$ cat src/rtl/div_unit_pkg.sv
// Shared definitions for the multi-cycle divider: state encoding,
// iteration constants and common enable levels.
package div_unit_pkg;

  localparam logic ENABLE  = 1'b1;
  localparam logic DISABLE = 1'b0;

  // Machine word width used across the datapath.
  localparam int WORD_DATA_W = 32;

  // Number of restoring iterations for a full word divide.
  localparam int DIV_ITER_NUM = 32;

  // Iteration counter width (holds 0..DIV_ITER_NUM).
  localparam int DIV_CNT_W = 6;

  typedef enum logic [1:0] {
    DIV_STATE_IDLE = 2'd0,
    DIV_STATE_RUN  = 2'd1,
    DIV_STATE_FIN  = 2'd2
  } div_state_e;

endpackage

$ cat src/rtl/div_unit_step.sv
// One combinational radix-2 restoring iteration: shift {rem, quo} left by
// one, trial-subtract the divisor from the widened remainder and keep the
// difference only when it is non-negative.
module div_unit_step
  import div_unit_pkg::*;
#(
  parameter int DATA_W = WORD_DATA_W
) (
  input  logic [DATA_W-1:0] rem_i,
  input  logic [DATA_W-1:0] quo_i,
  input  logic [DATA_W-1:0] divisor_i,
  output logic [DATA_W-1:0] rem_o,
  output logic [DATA_W-1:0] quo_o
);

  logic [DATA_W:0] rem_sh;
  logic [DATA_W:0] diff;

  // The remainder is always below the divisor, so a DATA_W+1 wide trial
  // subtraction is enough: its top bit is set exactly when it went negative.
  assign rem_sh = {rem_i, quo_i[DATA_W-1]};
  assign diff   = rem_sh - {1'b0, divisor_i};

  assign rem_o = diff[DATA_W] ? rem_sh[DATA_W-1:0] : diff[DATA_W-1:0];
  assign quo_o = {quo_i[DATA_W-2:0], ~diff[DATA_W]};

endmodule

$ cat src/rtl/div_unit.sv
// Multi-cycle integer divider (radix-2 restoring, DATA_W iterations).
// Optional signed support is built when DIV_SIGNED_EN is defined; without
// it every divide is unsigned, `of` is tied low and latency is unchanged.
//
// Handshake: `start` is a request that is accepted only in IDLE (busy low)
// with `flush` low; there is no back-pressure on results -- `done` is a
// one-cycle valid for quotient/remainder/dz/of, which then hold until the
// next completed divide or reset.
module div_unit
  import div_unit_pkg::*;
#(
  parameter int DATA_W = WORD_DATA_W
) (
  input  logic              clk,
  input  logic              reset_,
  input  logic              start,
  input  logic              flush,
  input  logic              sign,
  input  logic [DATA_W-1:0] dividend,
  input  logic [DATA_W-1:0] divisor,
  output logic              busy,
  output logic              done,
  output logic [DATA_W-1:0] quotient,
  output logic [DATA_W-1:0] remainder,
  output logic              dz,
  output logic              of,
  output logic [1:0]        dbg_state_o
);

  localparam int CNT_W = $clog2(DATA_W) + 1;
  localparam logic [CNT_W-1:0] LAST_ITER = CNT_W'(DATA_W - 1);

  div_state_e        state_q, state_d;
  logic [CNT_W-1:0]  cnt_q;
  logic [DATA_W-1:0] rem_q, quo_q, dvsr_q;
  logic [DATA_W-1:0] rem_nx, quo_nx;
  logic [DATA_W-1:0] dvd_cap, dvs_cap;
  logic [DATA_W-1:0] q_mag, q_fin, r_fin;
  logic [DATA_W-1:0] quotient_q, remainder_q;
  logic              dz_flag_q, of_flag_q, ovf_cond;
  logic              done_q, dz_q, of_q;
  logic              accept, finish;

  assign accept = (state_q == DIV_STATE_IDLE) && start && !flush;
  assign finish = (state_q == DIV_STATE_FIN) && !flush;

`ifdef DIV_SIGNED_EN
  logic neg_q_q, neg_r_q;

  // Signed operands are captured as magnitudes; |MIN| stays 0x80..0 unsigned.
  assign dvd_cap  = (sign && dividend[DATA_W-1]) ? -dividend : dividend;
  assign dvs_cap  = (sign && divisor[DATA_W-1])  ? -divisor  : divisor;
  assign ovf_cond = sign && (dividend == {1'b1, {(DATA_W-1){1'b0}}}) &&
                    (divisor == {DATA_W{1'b1}});

  // Result sign flags, latched with the operands.
  always_ff @(posedge clk or negedge reset_) begin
    if (!reset_) begin
      neg_q_q <= DISABLE;
      neg_r_q <= DISABLE;
    end else if (accept) begin
      neg_q_q <= sign & (dividend[DATA_W-1] ^ divisor[DATA_W-1]);
      neg_r_q <= sign & dividend[DATA_W-1];
    end
  end

  assign q_mag = neg_q_q ? -quo_q : quo_q;
  assign r_fin = neg_r_q ? -rem_q : rem_q;
`else
  logic unused_sign;
  assign unused_sign = sign;
  assign dvd_cap     = dividend;
  assign dvs_cap     = divisor;
  assign ovf_cond    = DISABLE;
  assign q_mag       = quo_q;
  assign r_fin       = rem_q;
`endif

  // A zero divisor always reports all-ones, whatever the operand signs.
  assign q_fin = dz_flag_q ? {DATA_W{1'b1}} : q_mag;

  div_unit_step #(.DATA_W(DATA_W)) u_step (
    .rem_i     (rem_q),
    .quo_i     (quo_q),
    .divisor_i (dvsr_q),
    .rem_o     (rem_nx),
    .quo_o     (quo_nx)
  );

  // State register.
  always_ff @(posedge clk or negedge reset_) begin
    if (!reset_) state_q <= DIV_STATE_IDLE;
    else         state_q <= state_d;
  end

  // Next-state logic: flush cancels any active divide.
  always_comb begin
    state_d = state_q;
    case (state_q)
      DIV_STATE_IDLE: if (accept) state_d = DIV_STATE_RUN;
      DIV_STATE_RUN: begin
        if (flush)                  state_d = DIV_STATE_IDLE;
        else if (cnt_q == LAST_ITER) state_d = DIV_STATE_FIN;
      end
      DIV_STATE_FIN:  state_d = DIV_STATE_IDLE;
      default:        state_d = DIV_STATE_IDLE;
    endcase
  end

  // Iteration datapath: capture on accept, one restoring step per RUN cycle.
  always_ff @(posedge clk or negedge reset_) begin
    if (!reset_) begin
      cnt_q     <= '0;
      rem_q     <= '0;
      quo_q     <= '0;
      dvsr_q    <= '0;
      dz_flag_q <= DISABLE;
      of_flag_q <= DISABLE;
    end else if (accept) begin
      cnt_q     <= '0;
      rem_q     <= '0;
      quo_q     <= dvd_cap;
      dvsr_q    <= dvs_cap;
      dz_flag_q <= (divisor == '0);
      of_flag_q <= ovf_cond;
    end else if (state_q == DIV_STATE_RUN) begin
      cnt_q <= cnt_q + CNT_W'(1);
      rem_q <= rem_nx;
      quo_q <= quo_nx;
    end
  end

  // Result registers: updated only when a divide completes unflushed.
  always_ff @(posedge clk or negedge reset_) begin
    if (!reset_) begin
      done_q      <= DISABLE;
      quotient_q  <= '0;
      remainder_q <= '0;
      dz_q        <= DISABLE;
      of_q        <= DISABLE;
    end else begin
      done_q <= finish;
      if (finish) begin
        quotient_q  <= q_fin;
        remainder_q <= r_fin;
        dz_q        <= dz_flag_q;
        of_q        <= of_flag_q;
      end
    end
  end

  assign busy        = (state_q != DIV_STATE_IDLE);
  assign done        = done_q;
  assign quotient    = quotient_q;
  assign remainder   = remainder_q;
  assign dz          = dz_q;
  assign of          = of_q;
  assign dbg_state_o = state_q;

endmodule
$ cat config.mk
export PLATFORM = sky130hd
export DESIGN_NAME = div_unit
export DESIGN_NICKNAME = d
export VERILOG_FILES = /design/src/rtl/div_unit_pkg.sv /design/src/rtl/div_unit_step.sv /design/src/rtl/div_unit.sv
export SDC_FILE = /design/constraint.sdc
export NUM_CORES = 1
export LEC_CHECK = 0
export BUFFER_PORTS_ARGS = -buffer_cell sky130_fd_sc_hd__buf_2
export CAP_MARGIN = 20
export CORE_MARGIN = 1
export CORE_UTILIZATION = 30
export CTS_CLUSTER_SIZE = 40
export DETAILED_ROUTE_END_ITERATION = 8
export SYNTH_ARGS = -nofsm -noshare
export SYNTH_HDL_FRONTEND = slang
export SYNTH_SLANG_ARGS = --single-unit
$ cat constraint.sdc
create_clock -name clk -period 4.27 [get_ports clk]
set_input_delay 1.281 -clock clk [delete_from_list [all_inputs] [get_ports clk]]
set_output_delay 1.281 -clock clk [all_outputs]
set_load 0.02 [all_outputs]
==> flow_summary.json <==
{
  "fmax_mhz": 296,
  "ir_drop_v": 0.000282,
  "drc_errors": 0,
  "grt_pass1_vias": 7109,
  "port-buffer-count": 136,
  "worstReg2RegEnd": "r_fin[7]",
  "crit_arrival_ns": 3.75,
  "regArea_um2": 4280,
  "post_cts_resized": 0,
  "coreArea_um2": 28800,
  "start_util": 0.306,
  "syn_nets": 1028,
  "period_minus_slack_ns": 3.38,
  "clk_latency_ns": 0.43,
  "layout_worst_path_cycle_share": 0.791,
  "cts_buffers": 17,
  "path_max_fanout": 28,
  "ys_seq_area_frac": 0.486,
  "grt_usage": 0.156,
  "fin_hold_ws_ns": 0.491,
  "path_class": "reg2reg",
  "power_mw": 6.48,
  "rows": 62,
  "required_ns": 4.64,
  "firstDrtPassIters": 4,
  "mostFrequentLayoutCell": "dfrtp_1",
  "netlist_instances": 925,
  "clkSlewWorstSetupHoldPaths_ns": 0.07,
  "status": "completed",
  "netlist_area_um2": 8800,
  "synth_edf_count": 0,
  "hold_path_class": "reg2reg",
  "slew_violations": 0,
  "critPathLaunchType": "flip-flop",
  "min_path_cells": 1,
  "yosys.area_share.adder": 0.0492,
  "hold_end": "dbg_state_o[1]",
  "routed_wl_um": 22500,
  "min-delay-start": "cnt_q[5]",
  "async_reset_ff_frac": 1.00,
  "drive_gt1_frac": 0.222,
  "h-tree-depth": 4,
  "cts-root-buf": "clkbuf_16",
  "area_delta_synth_final_pct": 19.3,
  "hold_viol_final": 0,
  "synth_xor_area_frac": 0.0299,
  "grt_pass1_wl_um": 37400,
  "slew_headroom": 0.291,
  "multi_input_area_um2": 4160,
  "tightest_slew_ns": 1.06,
  "ys_dominant_reg_cell": "dfrtp_1",
  "antenna_cells": 0,
  "grt_max_degree": 101,
  "clockBufferDepth": 2,
  "grt-ovfl-total": 0,
  "antenna_found_initial": 0,
  "fin_skew_ns": 0.00993,
  "vias": 7136,
  "power_density_nw_per_um2": 618,
  "ioPinCount": 139,
  "timing.rr.start": "q_mag[31]",
  "post-cts-setup-buffers": 0,
  "yosys_warnings": 0,
  "synth_compound_area_frac": 0.166,
  "muxShareOfSynthArea": 0.0707,
  "hold_buffers": 0,
  "ff2ff_setup_slack_ns": 0.89,
  "avgRoutedWirePerCell_um": 15.7,
  "antenna_left": 0,
  "drt_iter0_drc": 513,
  "synth_simple_gate_area_share": 0.154,
  "cts_sinks": 171,
  "synth_top_family_by_area": "compound AO/OA/AOI/OAI gates",
  "cap_viol_max_count": 0,
  "die-area_um2": 30000,
  "die_y_um": 173,
  "cts_tree": "done",
  "yosys.cell_types.count": 58,
  "syn_area_per_cell_um2": 9.51,
  "hpwl_um": 15700,
  "r2r_cells": 13,
  "vias_per_cell": 4.97,
  "cellLeakagePower_nw": 5.31,
  "gp_congestion": 0.852,
  "cp-end-kind": "flip-flop",
  "die_w_um": 173,
  "final_cell_mix": "dfrtp_1, buf_2, nand2_1",
  "synth_seq_cells": 171,
  "tns_ns": 0,
  "rsz0062_at_grt": "no",
  "setup_viol": 0,
  "fill_cells": 2917,
  "nets": 1141
}
cells by family (layout without fill, tap and decap cells):
family | count (synthesis) | in the layout
other | 1 | 1
xor gates and xnor gates | 30 | 30
AOI/OAI and AO/OA | 233 | 233
and+or+nand+nor | 306 | 306
adders and majority gates | 34 | 34
muxes | 58 | 58
buffers and inverters | 92 | 218
DFF | 171 | 171
synthesized netlist by cell type (13+ instances only):
library cell  instances  share of area
a21oi_1              59          0.034
mux2_2               33          0.042
nand2_1             120          0.051
o21ai_0              57          0.032
dfrtp_1             171           0.49
a22oi_1              31          0.026
nand3_1              39          0.022
xor2_1               17          0.017
xnor2_1              13          0.013
ha_1                 33          0.047
o21ai_1              20          0.011
clkbuf_1             40          0.017
inv_1                38          0.016
nor2_1               90          0.038
mux2i_1              25          0.028
registers in the layout, summed over array words and instances, names as in the netlist:
register and count:
q_mag 32, cnt_q 6, dvsr_q 32, dz 1, remainder 32, dbg_state_o 2
done 1, quotient 32, r_fin 32, dz_flag_q 1
report_power, final:
group	internal, mW	switching (mW)
sequential	1.94	0.282
clock	1.01	0.712
combinational	1.06	1.48
worst max path at each step:
| stage | startpoint | to |
|---|---|---|
| floorplan | q_mag[31] | r_fin[22] |
| global placement | q_mag[31] | r_fin[7] |
| CTS | q_mag[31] | r_fin[7] |
| global route | q_mag[31] | r_fin[7] |
| finish | q_mag[31] | r_fin[7] |
| detailed placement | q_mag[31] | r_fin[7] |
final cells by class:
cell class	instances	share of cell area
Inverter	38	0.0136
Sequential cell	171	0.408
Multi-Input combinational cell	662	0.396
Tap cell	384	0.0458
Clock buffer	18	0.0418
Clock inverter	14	0.0198
Timing Repair Buffer	148	0.0752
per-layer routing:
layer,vias up,track usage,part of all wire
met3,23,0.0274,0.029
met2,132,0.261,0.49
met1,3497,0.204,0.47
met4,0,0.0487,0.014
met5,-,0,0
li1,3484,-,-
metrics by stage:
stage | setup WS [ns] | instances | area (um^2) | utilization
after CTS | 0.900 | 1435 | 10500 | 0.365
after floorplan | 1.53 | 925 | 8800 | -
after global placement | 0.927 | 1403 | 9850 | 0.342
final | 0.891 | 1435 | 10500 | 0.365
after global routing | 0.619 | 1435 | 10500 | 0.365
after detailed placement | 0.919 | 1403 | 9850 | 0.342
worst max-delay path, stage by stage, from the launching register on:
cell,delay (ns)
dfrtp_1,0.40
inv_1,0.08
ha_1,0.16
inv_1,0.06
fa_1,0.43
a211oi_2,0.26
o211ai_2,0.16
nand3_1,0.16
a211oi_2,0.11
o211ai_2,0.19
a21o_2,0.19
nand3_4,0.38
a2111oi_0,0.55
a221o_1,0.19
(Power assumes the default switching activity.)
